File: src/rtl/fir_mac_scheduler.sv
// fir_mac_scheduler
//   Shares one multiply-accumulate unit between the FIR stages of the PDM
//   decimation chain. Stages pulse a request when a new input sample is
//   ready. The scheduler latches each request into a pending bit. It then
//   grants the MAC round-robin and runs a fixed job for the granted stage:
//   one clear cycle, TAPS accumulate cycles and one done cycle.
//
// Ports
//   clk_in         system clock (clk_m)
//   rst_in         synchronous active-high reset; aborts any job in flight
//   req_in         per-stage 1-cycle request pulse (new sample ready)
//   mac_clear_out  zero the MAC accumulator this cycle
//   mac_en_out     MAC accumulates tap tap_idx_out this cycle
//   mac_last_out   final tap of the job (qualifies mac_en_out)
//   tap_idx_out    coefficient / delay-line address
//   stage_sel_out  stage owning the MAC; held from CLEAR through DONE
//   done_out       1-cycle pulse: accumulator result is valid
//   done_stage_out stage the done_out pulse belongs to
//   busy_out       high whenever the FSM is not idle
//   overrun_out    sticky per-stage flag: a request was lost
module fir_mac_scheduler #(
   parameter int NUM_STAGES = 4,
   parameter int TAPS       = 16,
   localparam int SW        = $clog2(NUM_STAGES),
   localparam int TW        = $clog2(TAPS)
) (
   input  logic                  clk_in,
   input  logic                  rst_in,
   input  logic [NUM_STAGES-1:0] req_in,
   output logic                  mac_clear_out,
   output logic                  mac_en_out,
   output logic                  mac_last_out,
   output logic [TW-1:0]         tap_idx_out,
   output logic [SW-1:0]         stage_sel_out,
   output logic                  done_out,
   output logic [SW-1:0]         done_stage_out,
   output logic                  busy_out,
   output logic [NUM_STAGES-1:0] overrun_out
);

   typedef enum logic [1:0] {S_IDLE, S_CLEAR, S_RUN, S_DONE} state_t;

   localparam logic [TW-1:0] TAP_LAST = TW'(TAPS - 1);
   localparam logic [SW-1:0] STG_LAST = SW'(NUM_STAGES - 1);

   state_t                  state, state_nxt;
   logic [NUM_STAGES-1:0]   pending;
   logic [SW-1:0]           rr_ptr, rr_nxt;

   logic                    found;
   logic [SW-1:0]           win, cand;
   logic                    grant;
   logic [NUM_STAGES-1:0]   sel_vec;

   logic                    clear_nxt, en_nxt, last_nxt, done_nxt, busy_nxt;
   logic [TW-1:0]           tap_nxt;
   logic [SW-1:0]           sel_nxt, done_stage_nxt;

   // Round-robin search: first pending stage at or above rr_ptr, with wrap.
   always_comb begin
      found = 1'b0;
      win   = '0;
      cand  = '0;
      for (int k = 0; k < NUM_STAGES; k++) begin
         cand = SW'((int'(rr_ptr) + k) % NUM_STAGES);
         if (!found && pending[cand]) begin
            found = 1'b1;
            win   = cand;
         end
      end
   end

   assign grant = (state == S_IDLE) && found;

   // One-hot of the stage being granted this cycle. Its pending bit is
   // consumed, so a coincident new request for it is kept, not flagged.
   always_comb begin
      sel_vec = '0;
      for (int i = 0; i < NUM_STAGES; i++)
         sel_vec[i] = grant && (win == SW'(i));
   end

   // Next state and next-cycle outputs; all outputs are registered below.
   always_comb begin
      state_nxt      = state;
      clear_nxt      = 1'b0;
      en_nxt         = 1'b0;
      last_nxt       = 1'b0;
      tap_nxt        = '0;
      done_nxt       = 1'b0;
      done_stage_nxt = '0;
      sel_nxt        = stage_sel_out;
      rr_nxt         = rr_ptr;
      case (state)
         S_IDLE: begin
            if (grant) begin
               state_nxt = S_CLEAR;
               sel_nxt   = win;
               clear_nxt = 1'b1;
            end
         end
         S_CLEAR: begin
            state_nxt = S_RUN;
            en_nxt    = 1'b1;
         end
         S_RUN: begin
            if (tap_idx_out == TAP_LAST) begin
               state_nxt      = S_DONE;
               done_nxt       = 1'b1;
               done_stage_nxt = stage_sel_out;
            end else begin
               en_nxt   = 1'b1;
               tap_nxt  = tap_idx_out + 1'b1;
               last_nxt = (tap_nxt == TAP_LAST);
            end
         end
         S_DONE: begin
            state_nxt = S_IDLE;
            rr_nxt    = (stage_sel_out == STG_LAST) ? '0 : stage_sel_out + 1'b1;
         end
         default: state_nxt = S_IDLE;
      endcase
      busy_nxt = (state_nxt != S_IDLE);
   end

   always_ff @(posedge clk_in) begin
      if (rst_in) begin
         state          <= S_IDLE;
         pending        <= '0;
         rr_ptr         <= '0;
         mac_clear_out  <= 1'b0;
         mac_en_out     <= 1'b0;
         mac_last_out   <= 1'b0;
         tap_idx_out    <= '0;
         stage_sel_out  <= '0;
         done_out       <= 1'b0;
         done_stage_out <= '0;
         busy_out       <= 1'b0;
         overrun_out    <= '0;
      end else begin
         state          <= state_nxt;
         pending        <= req_in | (pending & ~sel_vec);
         overrun_out    <= overrun_out | (req_in & pending & ~sel_vec);
         rr_ptr         <= rr_nxt;
         mac_clear_out  <= clear_nxt;
         mac_en_out     <= en_nxt;
         mac_last_out   <= last_nxt;
         tap_idx_out    <= tap_nxt;
         stage_sel_out  <= sel_nxt;
         done_out       <= done_nxt;
         done_stage_out <= done_stage_nxt;
         busy_out       <= busy_nxt;
      end
   end

endmodule

File: config.mk
export PLATFORM = sky130hd
export DESIGN_NAME = fir_mac_scheduler
export DESIGN_NICKNAME = d
export VERILOG_FILES = /design/src/rtl/fir_mac_scheduler.sv
export SDC_FILE = /design/constraint.sdc
export NUM_CORES = 1
export LEC_CHECK = 0
export CAP_MARGIN = 20
export CORE_MARGIN = 1
export CORE_UTILIZATION = 45
export DETAILED_ROUTE_END_ITERATION = 16
export PLACE_DENSITY = 0.71
export SLEW_MARGIN = 20
export SYNTH_ARGS = -nofsm -noshare
export SYNTH_HDL_FRONTEND = slang
export SYNTH_SLANG_ARGS = --single-unit
File: constraint.sdc
create_clock -name clk_in -period 2.5 [get_ports clk_in]
set_input_delay 0.5 -clock clk_in [delete_from_list [all_inputs] [get_ports clk_in]]
set_output_delay 0.5 -clock clk_in [all_outputs]
set_load 0.05 [all_outputs]
==> flow_summary_export.csv, run 1 <==
group,metric,value,unit
cts,insertion_delay,330,ps
power,peakVddDrop,0.571,mV
detailed_routing,vias,936,
sta,maxSlewHeadroom,0.666,
worst_setup_path,slowest_delay,830,ps
worst_setup_path,crit_buf_inv,1,
flow_run,maxCapViolations,0,
synthesis,async_flop_share,0,
cells_and_area,multi_input_area,614,µm²
cts,htree_levels,1,
power,pwr-share-clk,0.142,
placed_design,dp_hpwl,1.69,mm
cts,cts_tree,"done",
detailed_routing,ant_nets,0,
global_routing,grt_pass1_vias,841,
global_routing,busiest_layer,"met2",
placed_design,dp_worst_setup_slack,786,ps
placed_design,placed_cell_area,1410,µm²
cells_and_area,layout_common_cells,"25 x dfxtp_1, 22 x nor2_1, 22 x clkdlybuf4s50_1",
sta,rsz0062_at_grt,"false",
global_routing,overflow,0,
synthesis,synth_cell_types,34,
worst_setup_path,endpoint_kind,"output port",
sta,finalCriticalPeriod,2090,ps
synthesis,syn_area,1140,µm²
placed_design,port_buffers,22,
synthesis,muxShareOfSynthArea,0.0175,
synthesis,synth_compound_area_frac,0.208,
detailed_routing,dr.pass1.iters,4,
sta,hold_viol,0,
cts,clk_path_buf_depth,2,
placed_design,gp_congestion,0.819,
worst_setup_path,cp-start-kind,"flip-flop",
die,ios,23,
synthesis,synth_ff_type,"dfxtp_1",
synthesis,ys_seq_area_frac,0.437,
synthesis,synth_warnings,0,
detailed_routing,wl_per_cell,12.6,µm
sta,fin_setup_tns,0,ps
sta,finalMaxSlewViolations,0,
cells_and_area,mostFrequentLayoutCell,"dfxtp_1",
global_routing,grtUsageMet2,0.285,
sta,fin_crit_sh,0.836,
power,combPwrFrac,0.460,
synthesis,syn_inst,122,
global_routing,grt_max_degree,16,
sta,setup_viol,0,
synthesis,synth_seq_cells,25,
synthesis,synth-xor-area-share,0.0153,
die,start_util,0.498,
cts,postCtsHoldBufs,0,
die,die_h,52.4,µm
worst_setup_path,cp_top_family,"buffers and inverters",
synthesis,synth_adder_area_share,0.0765,
cts,cts_sinks,25,
cts,clk_pin_slew_worst_paths,150,ps
die,die_area,2750,µm²
power,pwr-share-seq,0.398,
sta,clock_skew,3.22,ps
cells_and_area,drive_gt1_frac,0.101,
synthesis,synthSimpleGateAreaFrac,0.220,
detailed_routing,drt_wl_total,2.22,mm
power,intPower,0.000766,W
power,power.density,945,nW/µm²
synthesis,syn_nets,135,
sta,fin_ws,411,ps
global_routing,grt_usage,0.185,
global_routing,antenna_found_initial,0,
detailed_routing,via_per_inst,5.32,
cts,ctsResizeCount,0,
detailed_routing,remaining_drc_errors,0,
die,core_area,2300,µm²
die,rows,17,
global_routing,grt_pass1_wl,3.73,mm
cells_and_area,area_delta_synth_final,25.6,%
synthesis,synth_top_family_by_area,"simple AND/OR/NAND/NOR gates",
cts,cts_root_buf,"clkbuf_4",
cells_and_area,layout.nets,162,
synthesis,syn_avg_cell_area,9.38,µm²
worst_setup_path,crit_path_top_delay_cell,"clkdlybuf4s50_1",
power,p_leak,0.545,nW
power,p_sw,0.000593,W
die,die_w,52.4,µm
worst_setup_path,crit_arrival,1590,ps
cells_and_area,num_antenna_cells,0,
worst_setup_path,path_max_fanout,5,
outcome,run_status,"complete, no violations",
worst_setup_path,criticalPathCategory,"reg2out",
hold_path,min_path_type,"reg2reg",
power,p_sw_frac,0.437,
cells_and_area,nFillCells,202,
cells_and_area,regArea,500,µm²
worst_setup_path,crit_chain,"clkdlybuf4s50_1",
cts,post-cts-setup-buffers,0,
cts,cts_inserted_buffers,3,
detailed_routing,drtIter0Drc,9,
cells_and_area,final_cell_area,1440,µm²
worst_setup_path,cp.required,2000,ps
global_routing,grt_use_met1,0.249,
sta,timing.fmax,479,MHz
global_routing,grt_use_met3,0.0290,
sta,tightest_slew,500,ps
synthesis,synth_edf_count,0,
## state kept, by name (all words and copies together) (netlist names)
name and flops:
overrun_out 4, pending 4, tap_idx_out 4, done_stage_out 2, rr_ptr 2, stage_sel_out 2
state 2, busy_out 1, done_out 1, mac_clear_out 1, mac_en_out 1, mac_last_out 1
## per-layer routing
| metal | vias to the layer above | part of all wire |
|---|---|---|
| met3 | 4 | 0.035 |
| met1 | 433 | 0.51 |
| met4 | 0 | 0.017 |
| li1 | 481 | - |
| met2 | 18 | 0.44 |
| met5 | - | 0 |
## power groups by stage
stage / Clock (W) / Combinational (W) / Sequential (W)
6_report: 0.000193 / 0.000624 / 0.000541
4_1_cts: 0.000202 / 0.000625 / 0.000540
2_1_floorplan: 0 / 0.000294 / 0.000696
3_3_place_gp: 0 / 0.000614 / 0.000541
3_5_place_dp: 0 / 0.000618 / 0.000550
5_1_grt: 0.000211 / 0.000686 / 0.000550
## Yosys cell counts (all sizes together) (3+ instances only)
cell	count	area share
nand3b	3	0.020
ha	7	0.076
o21ai	5	0.022
nor2	22	0.072
nor2b	3	0.019
nand2	3	0.0098
and2	3	0.016
a211oi	5	0.055
a21oi	3	0.013
inv	6	0.020
nand3	5	0.022
nand2b	5	0.027
dfxtp	25	0.44
o21bai	3	0.020
nor3	3	0.013
## layout make-up
cell class | count | area share
multi-input combinational | 89 | 0.427
clock buffer | 3 | 0.0157
clock inverter | 1 | 0.00522
tap | 28 | 0.0244
inverter | 6 | 0.0157
sequential | 25 | 0.348
timing repair buffer | 24 | 0.164
## tightest hold or removal path, cell delays in order, from the launching register on
cell and delay, ps:
dfxtp_1 360, nand2b_1 60, nand3_1 60
## final timing paths
path	start	end	slack, ps	depth (start not counted)
min reg2reg	overrun_out[2]	overrun_out[2]	490	2
max reg2reg	state[0]	pending[2]	930	6
min	overrun_out[2]	overrun_out[2]	490	2
max	stage_sel_out[0]	stage_sel_out[0]	410	1
## cells by family after synthesis
kind of cell / after synthesis
AOI/OAI and AO/OA: 28
xor gates and xnor gates: 2
adders and majority gates: 7
buffers and inverters: 8
DFF: 25
muxes: 2
and+or+nand+nor: 50
## through the flow
| step | cells | hold WS, ps | util | total power [W] |
|---|---|---|---|---|
| finish | 176 | 489 | 0.626 | 0.00136 |
| global route | 176 | 544 | 0.626 | 0.00145 |
| CTS | 176 | 494 | 0.626 | 0.00137 |
| detailed placement | 172 | 460 | 0.613 | 0.00117 |
| global placement | 172 | 444 | 0.613 | 0.00116 |
| floorplan | 122 | 507 | - | 0.000990 |
(Power assumes the default switching activity.)
==> run 2, diff against run 1 <==
Settings changed: PLACE_DENSITY 0.71 to 0.74.
Clock period 2.5 ns to 1.8 ns, I/O delays scaled along.
==> run 2 against run 1 <==
Effect of this change: sequential power up 39%; setup slack worse by 160 ps; first-iteration DRC count up 44%; wire length up 4.4%; worst hold slack better by 9.1 ps; power up 36%; utilization down 1.4 points; sequential share of layout area up 0.81 points; clock skew about the same; non-clock buffer count up 1; largest cell class unchanged.
==> flow_summary_export.csv, run 2 (same netlist as run 1, synthesis figures left out) <==
group,metric,value,unit
sta,rsz0062_at_grt,"false",
hold_path,min_from,"overrun_out[2]",
die,rows,17,
global_routing,overflow,0,
global_routing,grt_pass1_wl,4.01,mm
die,start_util,0.498,
cells_and_area,top_regs,"overrun_out: 4 flops, pending: 4 flops, tap_idx_out: 4 flops",
worst_setup_path,path_max_fanout,8,
sta,clock_skew,3.05,ps
power,peakVddDrop,0.939,mV
worst_setup_path,r2r_slack,250,ps
worst_setup_path,r2r_start,"state[0]",
sta,maxSlewHeadroom,0.660,
cells_and_area,num_antenna_cells,0,
cells_and_area,final_cell_area,1410,µm²
die,die_area,2750,µm²
die,ios,23,
cts,cts_sinks,25,
sta,finalMaxSlewViolations,0,
sta,finalCriticalPeriod,1550,ps
detailed_routing,wl_per_cell,13.1,µm
sta,fin_crit_sh,0.863,
die,core_area,2300,µm²
sta,fin_setup_tns,0,ps
cells_and_area,layout_common_cells,"25 x dfxtp_1, 22 x nor2_1, 16 x buf_4",
worst_setup_path,crit_path_top_delay_cell,"dfxtp_1",
worst_setup_path,cp.required,2050,ps
worst_setup_path,crit_chain,"inv_1 > ha_1 > nor2b_1 > o21ai_0 > nand3_1 > a211oi_2",
detailed_routing,dr.pass1.iters,4,
power,p_leak,0.596,nW
global_routing,grt_pass1_vias,886,
cts,ctsResizeCount,4,
sta,hold_viol,0,
sta,fin_ws,247,ps
detailed_routing,drtIter0Drc,13,
power,p_total,0.00184,W
hold_path,holdPathStages,2,
hold_path,min_to,"overrun_out[2]",
global_routing,antenna_found_initial,0,
placed_design,dp_hpwl,1.81,mm
detailed_routing,ant_nets,0,
cts,cts_root_buf,"clkbuf_4",
global_routing,grt_max_degree,15,
flow_run,maxCapViolations,0,
die,die_w,52.4,µm
cells_and_area,final_cell_count_no_fill,177,
cts,cts_tree,"done",
cts,htree_levels,1,
worst_setup_path,criticalPathCategory,"reg2reg",
detailed_routing,remaining_drc_errors,0,
worst_setup_path,ff2ff_path_depth,6,
worst_setup_path,cp-start-kind,"flip-flop",
placed_design,placed_cells,173,
worst_setup_path,slowest_delay,400,ps
placed_design,placed_cell_area,1380,µm²
sta,setup_viol,0,
worst_setup_path,endpoint_kind,"flip-flop",
cells_and_area,area_delta_synth_final,22.7,%
global_routing,grt_usage,0.200,
worst_setup_path,reg2reg_to,"pending[2]",
cts,insertion_delay,320,ps
sta,timing.fmax,644,MHz
cts,postCtsHoldBufs,0,
sta,tightest_slew,505,ps
cells_and_area,mostFrequentLayoutCell,"dfxtp_1",
placed_design,port_buffers,22,
cells_and_area,drive_gt1_frac,0.195,
detailed_routing,vias,945,
cts,cts_inserted_buffers,3,
cells_and_area,layout.nets,163,
worst_setup_path,crit_arrival,1810,ps
cts,post-cts-setup-buffers,0,
power,power.density,1310,nW/µm²
placed_design,gp_congestion,0.795,
detailed_routing,drt_wl_total,2.31,mm
outcome,run_status,"complete, no violations",
cts,clk_path_buf_depth,2,
detailed_routing,via_per_inst,5.34,
hold_path,min_path_type,"reg2reg",
cts,clk_pin_slew_worst_paths,130,ps
die,die_h,52.4,µm
placed_design,dp_worst_setup_slack,121,ps
run 2: worst max-delay path by stage:
stage,from,end,slack [ps],cells past startpoint
2_1_floorplan,tap_idx_out[0],busy_out,220,5
3_3_place_gp,rst_in,overrun_out[0],180,4
3_5_place_dp,rst_in,overrun_out[0],120,4
4_1_cts,state[0],pending[2],250,6
5_1_grt,state[0],pending[0],90,6
6_report,state[0],pending[2],250,6
run 2: power by group:
| part | switching [W] | leakage (nW) | total (W) | internal (W) |
|---|---|---|---|---|
| registers | 0.0000947 | 0.205 | 0.000753 | 0.000658 |
| clock network | 0.000161 | 0.0177 | 0.000244 | 0.0000833 |
| logic | 0.000550 | 0.373 | 0.000848 | 0.000298 |
run 2: cell type report:
cell class / count / area, µm²
clock inverters: 1 / 5.00
clock buffers: 3 / 22.5
multi-input cells: 89 / 614
repair buffers: 25 / 205
inverters: 6 / 22.5
fillers: 208 / 892
flip-flops and latches: 25 / 500
well taps: 28 / 35.0
run 2: worst max-delay path, delay by kind of cell, from the launching register on:
family	cells	cell delay (ps)
buffers and inverters	1	80
AOI/OAI and AO/OA	2	320
DFF	1	400
and+or+nand+nor	2	380
adders and majority gates	1	310
run 2: metrics by stage:
stage               utilization  hold slack (ps)
global route              0.612              534
floorplan                     -              507
detailed placement        0.602              466
CTS                       0.612              502
global placement          0.602              460
finish                    0.612              498
run 2: per-layer routing:
| layer | routed length, µm | GRT usage | vias to the layer above | part of all wire |
|---|---|---|---|---|
| met5 | 0 | 0 | - | 0 |
| met4 | 26 | 0.0526 | 0 | 0.011 |
| met3 | 122 | 0.0609 | 4 | 0.053 |
| met2 | 1070 | 0.323 | 28 | 0.46 |
| met1 | 1090 | 0.255 | 427 | 0.47 |
| li1 | - | - | 486 | - |
